## src/rtl/fifo_wr_arbiter.sv

```systemverilog
// Round-robin arbiter sharing one FIFO push port among NUM_REQ write-domain producers.
// Optional FIFO_ARB_PRIO_EN: requester 0 wins every IDLE pick without disturbing RR order.
module fifo_wr_arbiter #(
    parameter int NUM_REQ    = 4,
    parameter int DATA_WIDTH = 8,
    parameter int MAX_BURST  = 4,
    localparam int IW        = $clog2(NUM_REQ)
) (
    input  logic                          wr_clk,
    input  logic                          wr_rst,
    input  logic [NUM_REQ-1:0]            req_valid,
    input  logic [NUM_REQ*DATA_WIDTH-1:0] req_data,
    output logic [NUM_REQ-1:0]            req_ready,
    input  logic                          fifo_full,
    output logic                          fifo_push,
    output logic [DATA_WIDTH-1:0]         fifo_data_in,
    output logic [IW-1:0]                 grant_id,
    output logic                          busy
);

    typedef enum logic {IDLE, GRANT} state_e;

    state_e        state_q;
    logic [IW-1:0] grant_q;
    logic [IW-1:0] last_q;
    logic [4:0]    burst_q;
    logic [4:0]    burst_d;
    logic [IW-1:0] pick;
    logic          prio_hit;
    logic          xfer;
    logic          last_beat;

`ifdef FIFO_ARB_PRIO_EN
    assign prio_hit = req_valid[0];
`else
    assign prio_hit = 1'b0;
`endif

    // Scan downward so the final assignment is the first valid index after last_q.
    always_comb begin
        logic [IW-1:0] idx;
        idx  = '0;
        pick = last_q;
        for (int k = NUM_REQ; k >= 1; k--) begin
            idx = last_q + IW'(k);
            if (req_valid[idx]) pick = idx;
        end
        if (prio_hit) pick = '0;
    end

    always_comb begin
        req_ready = '0;
        if (state_q == GRANT && !fifo_full) req_ready[grant_q] = 1'b1;
    end

    assign xfer         = |(req_valid & req_ready);
    assign fifo_push    = xfer;
    assign fifo_data_in = req_data[grant_q*DATA_WIDTH +: DATA_WIDTH];
    assign grant_id     = grant_q;
    assign busy         = (state_q == GRANT);
    assign last_beat    = (burst_q == 5'(MAX_BURST - 1));
    assign burst_d      = burst_q + 5'd1;

    always_ff @(posedge wr_clk or negedge wr_rst) begin
        if (!wr_rst) begin
            state_q <= IDLE;
            grant_q <= '0;
            last_q  <= IW'(NUM_REQ - 1);
            burst_q <= '0;
        end else begin
            case (state_q)
                IDLE: begin
                    if (|req_valid) begin
                        grant_q <= pick;
                        if (!prio_hit) last_q <= pick;
                        burst_q <= '0;
                        state_q <= GRANT;
                    end
                end
                GRANT: begin
                    if (xfer) begin
                        if (last_beat) state_q <= IDLE;
                        else           burst_q <= burst_d;
                    end else if (!req_valid[grant_q]) begin
                        state_q <= IDLE;
                    end
                end
                default: state_q <= IDLE;
            endcase
        end
    end

endmodule
```

## config.mk

```make
export PLATFORM = sky130hd
export DESIGN_NAME = fifo_wr_arbiter
export DESIGN_NICKNAME = d
export VERILOG_FILES = /design/src/rtl/fifo_wr_arbiter.sv
export SDC_FILE = /design/constraint.sdc
export NUM_CORES = 1
export LEC_CHECK = 0
export BUFFER_PORTS_ARGS = -buffer_cell sky130_fd_sc_hd__clkbuf_2
export CAP_MARGIN = 10
export CORE_MARGIN = 1.5
export CORE_UTILIZATION = 38
export DETAILED_ROUTE_END_ITERATION = 7
export PLACE_DENSITY = 0.81
export SLEW_MARGIN = 40
export SYNTH_ARGS = -nofsm -noshare
export SYNTH_HDL_FRONTEND = slang
export SYNTH_SLANG_ARGS = --single-unit
```

## constraint.sdc

```tcl
create_clock -name wr_clk -period 1.45 [get_ports wr_clk]
set_input_delay 0.29 -clock wr_clk [delete_from_list [all_inputs] [get_ports wr_clk]]
set_output_delay 0.29 -clock wr_clk [all_outputs]
set_load 0.1 [all_outputs]
```

==> results.sh, run 1 <==
export IMPL_final_util_pct=88.58
export IMPL_p_int_w=0.002449
export IMPL_p_per_area_nw_per_um2=2750
export IMPL_dpl_cell_area_sq_um=1645
export IMPL_slew_violations=0
export IMPL_antenna_found_initial=0
export IMPL_slew_headroom_pct=81.13
export IMPL_port_buffers=54
export IMPL_clk_pin_slew_ns=0.08
export IMPL_finalInstanceArea_sq_um=1922
export IMPL_track_usage_pct=35.97
export IMPL_ios=55
export IMPL_finalHoldViolCount=0
export IMPL_grt_pass1_vias=1204
export IMPL_post_synth_and_or_nand_nor_area_fraction_pct=26.77
export IMPL_synth_cells=89
export IMPL_muxShareOfSynthArea_pct=27.35
export IMPL_dp_hpwl_um=2535
export IMPL_cp_startpoint="grant_id[0]"
export IMPL_violations="setup timing"
export IMPL_fmax_mhz=524.2
export IMPL_crit_family="flip-flops"
export IMPL_die_h_um=50.70
export IMPL_critPathKind="reg -> reg"
export IMPL_worst_clock_skew_ns=0.006742
export IMPL_fin_tns_setup_ns=-7.126
export IMPL_maxCapViolCount=0
export IMPL_hold_path_class="in -> async"
export IMPL_pwr_share_comb_pct=84.1
export IMPL_grt_max_degree=11
export IMPL_crit_chain="buf_6, buf_6, mux2i_1, o221a_1, or4_1, a21oi_2"
export IMPL_rsz0062_at_grt="yes"
export IMPL_start_util_pct=39.85
export IMPL_clockRootBuffer="clkbuf_4"
export IMPL_first_pass_iters=4
export IMPL_top_layer="met4"
export IMPL_synthAdderAreaFrac_pct=1.447
export IMPL_syn_area_sq_um=864.6
export IMPL_max_vdd_ir_drop_v=0.002178
export IMPL_syn_nets=129
export IMPL_drive_above_1_share_pct=77.09
export IMPL_antenna_left=0
export IMPL_crit_path_max_fanout=5
export IMPL_cpMostUsedCell="buf_6"
export IMPL_dr_wl_met2_um=2398
export IMPL_routed_wl_um=4681
export IMPL_max_stage_delay_ns=0.50
export IMPL_cts_sinks=10
export IMPL_drt_initial_drc_count=55
export IMPL_crit_slowest_cell="dfrtp_4"
export IMPL_arrival_ns=2.11
export IMPL_synth_edf_count=0
export IMPL_p_seq_share_pct=10.9
export IMPL_h_tree_depth=1
export IMPL_vias=1195
export IMPL_route_detailed_drc=0
export IMPL_grt_pass1_wl_um=6472
export IMPL_nets=220
export IMPL_synthXorXnorAreaFrac_pct=2.026
export IMPL_total_power_w=0.005284
export IMPL_wl_per_cell_um=22.61
export IMPL_nFillCells=111
export IMPL_place_gp_congestion=0.8500
export IMPL_clk_latency_ns=0.28
export IMPL_routed_wl_met3_um=294
export IMPL_worst_path_buf_inv=2
export IMPL_clk_path_buf_depth=2
export IMPL_die_w_um=50.70
export IMPL_cts_buffers=3
export IMPL_synth_flop_cell="dfrtp_1"
export IMPL_synth_cell_type_count=32
export IMPL_dieArea_sq_um=2570
export IMPL_ys_ff_latch=10
export IMPL_setup_ws_ns=-0.4577
export IMPL_p_sw_share_pct=53.66
export IMPL_final_min_clock_period_ns=1.908
export IMPL_crit_path_end_kind="flop"
export IMPL_clockPowerShare_pct=5.1
export IMPL_async_reset_ff_share_pct=100.0
export IMPL_synth_compound_gate_area_share_pct=8.973
export IMPL_leakage_nw=0.8916
export IMPL_rows=17
export IMPL_status="complete, but fails checks"
export IMPL_required_ns=1.66
export IMPL_finalSetupViolCount=21
export IMPL_post_route_period_util_pct=131.6
export IMPL_syn_avg_cell_area_sq_um=9.714
export IMPL_area_growth_pct=122.3
export IMPL_core_area_sq_um=2170
export IMPL_ys_warn_count=0
export IMPL_grt_overflow=0
export IMPL_r2r_start="grant_id[0]"
export IMPL_cts_tree="built"
export IMPL_synth_top_family_by_area="multiplexers"
export IMPL_viasPerCell=5.773
export IMPL_crit_path_start_kind="flop"
export IMPL_antenna_cells=0
export IMPL_ys_seq_area_share_pct=29.23
export IMPL_wl_met1_um=1784
export IMPL_worst_pin_slew_ns=0.2752
export IMPL_p_switching_w=0.002835
[what timing repair did]
item	4_1_cts	5_1_grt
hold endpoints to repair	8	0
gates resized for setup	22	14
pin swaps	11	7
buffers inserted	8	7
setup endpoints to repair	22	26
cloned	0	0
hold buffers	1	0
[power by group through the flow]
stage | Clock (W) | Sequential [W] | Combinational (W)
2_1_floorplan | 0 | 0.000807 | 0.00221
3_3_place_gp | 0 | 0.000610 | 0.00359
3_5_place_dp | 0 | 0.000627 | 0.00366
4_1_cts | 0.000260 | 0.000554 | 0.00411
5_1_grt | 0.000292 | 0.000583 | 0.00456
6_report | 0.000267 | 0.000574 | 0.00444
[synthesized netlist by cell type, drive strengths merged, types with 2 or more instances]
cell	count	area [sq um]
a21oi	4	20.02
and2	2	12.52
buf	4	21.27
clkbuf	2	7.510
dfrtp	8	200.2
dfstp	2	52.55
inv	2	7.510
mux2i	3	30.03
mux4	9	206.5
nand2	11	41.29
nand2b	6	37.54
nand3	5	25.02
nor2	10	37.54
o211ai	2	15.01
o31ai	2	15.01
or4	4	30.03
xor2	2	17.52
[per-stage QoR]
stage	hold WS [ns]	cells	setup slack, ns
after floorplan	-0.005591	89	-0.5267
after CTS	0.4196	202	-0.4174
after detailed placement	0.1694	191	-0.2764
after global routing	0.4141	207	-0.4747
after global placement	0.1616	191	-0.1955
final	0.4038	207	-0.4577
[cell families after synthesis]
group | Yosys count
AO/OA/AOI/OAI | 11
XOR/XNOR | 2
adder cells (fa/ha/maj) | 1
buffers and inverters | 8
flip-flops | 10
multiplexers | 12
AND/OR/NAND/NOR | 45
[final timing paths]
kind                       slack [ns]  cells past startpoint    endpoint
setup / recovery                -0.46                      6  burst_q[4]
hold / removal                   0.40                      2  burst_q[4]
setup reg to reg                -0.46                      6  burst_q[4]
hold reg to reg                  0.54                      2   last_q[1]
max in group asynchronous        0.77                      2   last_q[0]
min in group wr_clk              0.46                      4        busy
[layout by cell type, fill, tap and decap left out, drive strengths merged]
cell type    instances
buf                 53
clkbuf              42
nand2               11
nor2                10
mux4                 9
dfrtp                8
nand2b               6
nand3                5
or4                  4
a21oi                4
mux2i                3
o211ai               2
xor2                 2
o31ai                2
dfstp                2
and2                 2
inv                  2
or2                  1
nor2b                1
or4b                 1
and3                 1
o221a                1
nor3b                1
nor4                 1
nor3                 1
o2111a               1
o21ai                1
ha                   1
dlygate4sd3          1
[worst register-to-register path, cell delays in order, from the launching register on]
cell and delay, ns:
dfrtp_4 0.50, buf_6 0.15, buf_6 0.13, mux2i_1 0.16, o221a_1 0.31, or4_1 0.44, a21oi_2 0.16
[sequential cells by signal, indices dropped and copies added, names as in the netlist]
| register | count |
|---|---|
| burst_q | 5 |
| last_q | 2 |
| busy | 1 |
| grant_id | 2 |
[routing by layer]
metal / up-vias / global-route usage [%]
met5: - / 0
met4: 0 / 15.77
met3: 18 / 6.548
met2: 76 / 62.50
met1: 590 / 43.21
li1: 511 / -
[cell type report]
cell class	instances	area (sq um)	area share, %
clock buffer	4	36.28	1.888
sequential	10	264.0	13.74
multi-input combinational	71	719.4	37.43
tap	28	35.03	1.823
timing repair buffer	92	859.6	44.73
inverter	2	7.507	0.3906
(Power assumes the default switching activity.)
==> inputs of run 2 (changes only) <==
Settings changed: MAX_ROUTING_LAYER from default to met4, PLACE_DENSITY 0.81 to 0.76.
==> results.sh, run 2 (synthesized netlist as in run 1, its figures left out) <==
export IMPL_status="complete, but fails checks"
export IMPL_violations="setup timing"
export IMPL_final_common_cell="clkbuf_2"
export IMPL_crit_path_start_kind="flop"
export IMPL_grt_pass1_wl_um=5740
export IMPL_dpl_cell_area_sq_um=1630
export IMPL_core_area_sq_um=2170
export IMPL_dieArea_sq_um=2570
export IMPL_finalInstanceArea_sq_um=1872
export IMPL_crit_path_max_fanout=4
export IMPL_mostFrequentLayoutCells="38 x clkbuf_2, 23 x buf_4, 17 x buf_12, 9 x mux4_2, 9 x buf_6"
export IMPL_antenna_cells=0
export IMPL_area_growth_pct=116.5
export IMPL_rows=17
export IMPL_viasPerCell=5.823
export IMPL_final_util_pct=86.27
export IMPL_dp_hpwl_um=2532
export IMPL_hold_path_class="in -> async"
export IMPL_multi_input_area_sq_um=714.4
export IMPL_crit_slowest_cell="mux4_2"
export IMPL_cts_buffers=3
export IMPL_die_w_um=50.70
export IMPL_first_pass_iters=4
export IMPL_arrival_ns=1.59
export IMPL_slew_violations=0
export IMPL_vias=1182
export IMPL_fin_tns_setup_ns=-6.294
export IMPL_register_area_sq_um=264.0
export IMPL_leakage_nw=0.8624
export IMPL_maxCapViolCount=0
export IMPL_h_tree_depth=1
export IMPL_port_buffers=54
export IMPL_crit_family="multiplexers"
export IMPL_nets=216
export IMPL_largest_reg_flops=5
export IMPL_p_per_area_nw_per_um2=2733
export IMPL_clk_path_buf_depth=2
export IMPL_slew_headroom_pct=83.61
export IMPL_worst_path_buf_inv=1
export IMPL_worst_clock_skew_ns=0.008922
export IMPL_track_usage_pct=31.64
export IMPL_grt_max_degree=11
export IMPL_worst_pin_slew_ns=0.2407
export IMPL_max_stage_delay_ns=0.53
export IMPL_crit_chain="mux4_2, and2_4, buf_12"
export IMPL_required_ns=1.16
export IMPL_cts_tree="built"
export IMPL_grt_pass1_vias=1193
export IMPL_drive_above_1_share_pct=76.57
export IMPL_start_util_pct=39.85
export IMPL_fmax_mhz=533.2
export IMPL_crit_path_end_kind="output pin"
export IMPL_ios=55
export IMPL_largest_register="burst_q"
export IMPL_grt_overflow=0
export IMPL_place_gp_congestion=0.7923
export IMPL_final_min_clock_period_ns=1.876
export IMPL_max_vdd_ir_drop_v=0.002139
export IMPL_die_h_um=50.70
export IMPL_setup_ws_ns=-0.4255
export IMPL_clockRootBuffer="clkbuf_4"
export IMPL_wl_per_cell_um=20.01
export IMPL_finalSetupViolCount=20
export IMPL_post_route_period_util_pct=129.3
export IMPL_critPathKind="reg -> out"
export IMPL_finalHoldViolCount=0
export IMPL_route_detailed_drc=0
export IMPL_nFillCells=116
export IMPL_cts_sinks=10
export IMPL_antenna_found_initial=0
export IMPL_reg2reg_slack_ns=-0.37
export IMPL_clk_pin_slew_ns=0.08
export IMPL_clk_latency_ns=0.28
export IMPL_drt_initial_drc_count=22
export IMPL_rsz0062_at_grt="yes"
export IMPL_routed_wl_um=4063
export IMPL_antenna_left=0
[run 2: routing by layer]
layer  routed length [um]  up-vias  part of all wire [%]  track usage (%)
met5                    0        -                     0                -
met4                  178        0                   4.4            8.108
met3                  224       21                   5.5            6.845
li1                     -      505                     -                -
met2                 2262       70                    56            58.33
met1                 1398      586                    34            34.29
[run 2: what timing repair did]
action                     in CTS  in global routing
hold buffers                    1                  0
gates resized for setup        18                 13
pin swaps                      11                 10
hold endpoints to repair        8                  0
buffers inserted                5                  6
setup endpoints to repair      20                 24
[run 2: where the power goes]
| group | internal, W | switching [W] |
|---|---|---|
| clock | 0.000153 | 0.000108 |
| sequential | 0.000424 | 0.000128 |
| combinational | 0.00180 | 0.00250 |
[run 2: path summary, 6_finish.rpt]
check | start | end | cells past startpoint
setup reg to reg | grant_id[0] | burst_q[2] | 6
hold reg to reg | burst_q[4] | burst_q[4] | 2
hold / removal | wr_rst | burst_q[4] | 2
setup / recovery | grant_id[1] | fifo_push | 3
max in group asynchronous | wr_rst | last_q[0] | 2
min in group wr_clk | fifo_full | busy | 4
[run 2: cell type report]
| cell class | count | area share, % |
|---|---|---|
| clock buffer | 4 | 1.938 |
| sequential | 10 | 14.10 |
| multi-input combinational | 71 | 38.17 |
| inverter | 2 | 0.4011 |
| tap | 28 | 1.872 |
| timing repair buffer | 88 | 43.52 |
[run 2: stage by stage]
| stage | instances | power (W) | hold WS (ns) | setup WS [ns] |
|---|---|---|---|---|
| 6_report | 203 | 0.005115 | 0.4102 | -0.4255 |
| 5_1_grt | 203 | 0.005301 | 0.4418 | -0.4692 |
| 4_1_cts | 198 | 0.004858 | 0.4105 | -0.4196 |
| 3_5_place_dp | 189 | 0.004296 | 0.1683 | -0.2680 |
| 3_3_place_gp | 189 | 0.004196 | 0.1693 | -0.2014 |
| 2_1_floorplan | 89 | 0.003015 | -0.005591 | -0.5267 |
==> inputs of run 3 (changes only) <==
Settings changed: MAX_ROUTING_LAYER met4 to default.
==> results.sh, run 3 (synthesized netlist as in run 1, its figures left out) <==
export IMPL_slew_violations=0
export IMPL_viasPerCell=5.813
export IMPL_vias=1180
export IMPL_final_min_clock_period_ns=1.874
export IMPL_clockRootBuffer="clkbuf_4"
export IMPL_crit_path_start_kind="flop"
export IMPL_p_switching_w=0.002752
export IMPL_largest_register="burst_q"
export IMPL_grt_overflow=0
export IMPL_required_ns=1.16
export IMPL_die_w_um=50.70
export IMPL_critPathKind="reg -> out"
export IMPL_dr_wl_met2_um=2283
export IMPL_first_pass_iters=4
export IMPL_routed_wl_met3_um=274
export IMPL_crit_slowest_cell="mux4_2"
export IMPL_wl_met1_um=1412
export IMPL_pwr_share_comb_pct=84.1
export IMPL_final_util_pct=86.27
export IMPL_cts_buffers=3
export IMPL_p_sw_share_pct=53.67
export IMPL_setup_ws_ns=-0.4245
export IMPL_antenna_left=0
export IMPL_fin_tns_setup_ns=-6.309
export IMPL_nets=216
export IMPL_clk_latency_ns=0.27
export IMPL_dieArea_sq_um=2570
export IMPL_clockPowerShare_pct=5.1
export IMPL_worst_pin_slew_ns=0.2765
export IMPL_violations="setup timing"
export IMPL_max_stage_delay_ns=0.53
export IMPL_crit_path_end_kind="output pin"
export IMPL_fmax_mhz=533.5
export IMPL_core_area_sq_um=2170
export IMPL_largest_reg_flops=5
export IMPL_track_usage_pct=30.80
export IMPL_p_int_w=0.002375
export IMPL_leakage_nw=0.8624
export IMPL_hold_path_class="in -> async"
export IMPL_cts_tree="built"
export IMPL_area_growth_pct=116.5
export IMPL_final_common_cell="clkbuf_2"
export IMPL_rows=17
export IMPL_route_detailed_drc=0
export IMPL_grt_max_degree=11
export IMPL_grt_pass1_wl_um=5733
export IMPL_max_vdd_ir_drop_v=0.002143
export IMPL_place_gp_congestion=0.7815
export IMPL_drive_above_1_share_pct=76.57
export IMPL_die_h_um=50.70
export IMPL_arrival_ns=1.58
export IMPL_top_layer="met4"
export IMPL_worst_clock_skew_ns=0.008720
export IMPL_drt_initial_drc_count=28
export IMPL_dp_hpwl_um=2532
export IMPL_finalSetupViolCount=20
export IMPL_crit_chain="mux4_2, and2_4, buf_12"
export IMPL_final_cells=203
export IMPL_grt_pass1_vias=1193
export IMPL_routed_wl_um=4167
export IMPL_port_buffers=54
export IMPL_maxCapViolCount=0
export IMPL_clk_pin_slew_ns=0.08
export IMPL_post_route_period_util_pct=129.3
export IMPL_start_util_pct=39.85
export IMPL_rsz0062_at_grt="yes"
export IMPL_clk_path_buf_depth=2
export IMPL_cts_sinks=10
export IMPL_finalHoldViolCount=0
export IMPL_wl_per_cell_um=20.53
export IMPL_p_seq_share_pct=10.8
export IMPL_antenna_cells=0
export IMPL_antenna_found_initial=0
export IMPL_crit_path_max_fanout=4
export IMPL_ios=55
export IMPL_slew_headroom_pct=81.57
export IMPL_p_per_area_nw_per_um2=2739
export IMPL_h_tree_depth=1
export IMPL_holdWs_ns=0.4142
export IMPL_dp_cells=189
export IMPL_status="complete, but fails checks"
export IMPL_mostFrequentLayoutCells="38 x clkbuf_2, 23 x buf_4, 17 x buf_12, 9 x mux4_2, 9 x buf_6"
## run 3: cell counts in the layout (fill, tap and decap cells not counted)
Identical to the previous run, type by type.
## run 3: path summary, 6_finish.rpt
check | cells past startpoint | end | slack, ns | start
max reg2reg | 6 | burst_q[2] | -0.38 | grant_id[0]
max | 3 | fifo_push | -0.42 | grant_id[1]
min | 2 | burst_q[4] | 0.41 | wr_rst
min reg2reg | 2 | burst_q[4] | 0.60 | burst_q[4]
max in group asynchronous | 2 | last_q[0] | 0.75 | wr_rst
min in group wr_clk | 4 | busy | 0.45 | fifo_full
## run 3: worst max-delay path: cells and delay by family (launching register included)
family / cells / cell delay (ns)
flip-flops: 1 / 0.44
multiplexers: 1 / 0.53
AND/OR/NAND/NOR: 1 / 0.17
buffers and inverters: 1 / 0.16
## run 3: cell type report
class | instances | area [sq um]
Timing Repair Buffer | 88 | 814.5
Multi-Input combinational cell | 71 | 714.4
Fill cell | 116 | 297.8
Sequential cell | 10 | 264.0
Clock buffer | 4 | 36.28
Tap cell | 28 | 35.03
Inverter | 2 | 7.507
## run 3: per-stage QoR
| step | total power (W) | instance area (sq um) | setup slack [ns] |
|---|---|---|---|
| floorplan | 0.003015 | 963.4 | -0.5267 |
| finish | 0.005127 | 1872 | -0.4245 |
| CTS | 0.004858 | 1793 | -0.4196 |
| global route | 0.005296 | 1872 | -0.4692 |
| detailed placement | 0.004296 | 1630 | -0.2680 |
| global placement | 0.004196 | 1630 | -0.2014 |
## run 3: power groups by stage
stage | logic, W | registers, W | clock network, W
3_3_place_gp | 0.00359 | 0.000607 | 0
5_1_grt | 0.00445 | 0.000564 | 0.000281
6_report | 0.00431 | 0.000553 | 0.000260
3_5_place_dp | 0.00367 | 0.000629 | 0
2_1_floorplan | 0.00221 | 0.000807 | 0
4_1_cts | 0.00403 | 0.000559 | 0.000264
## run 3: layer usage
metal / track usage [%] / vias up
li1: - / 505
met1: 34.10 / 578
met2: 58.33 / 74
met3: 7.143 / 23
met4: 8.108 / 0
met5: 0 / -
## run 3: timing repair
action	in CTS	in global routing
endpoints found under the setup margin	20	24
pin swaps	11	10
endpoints found under the hold margin	8	0
hold buffers	1	0
resized for setup	18	13
buffers inserted	5	6
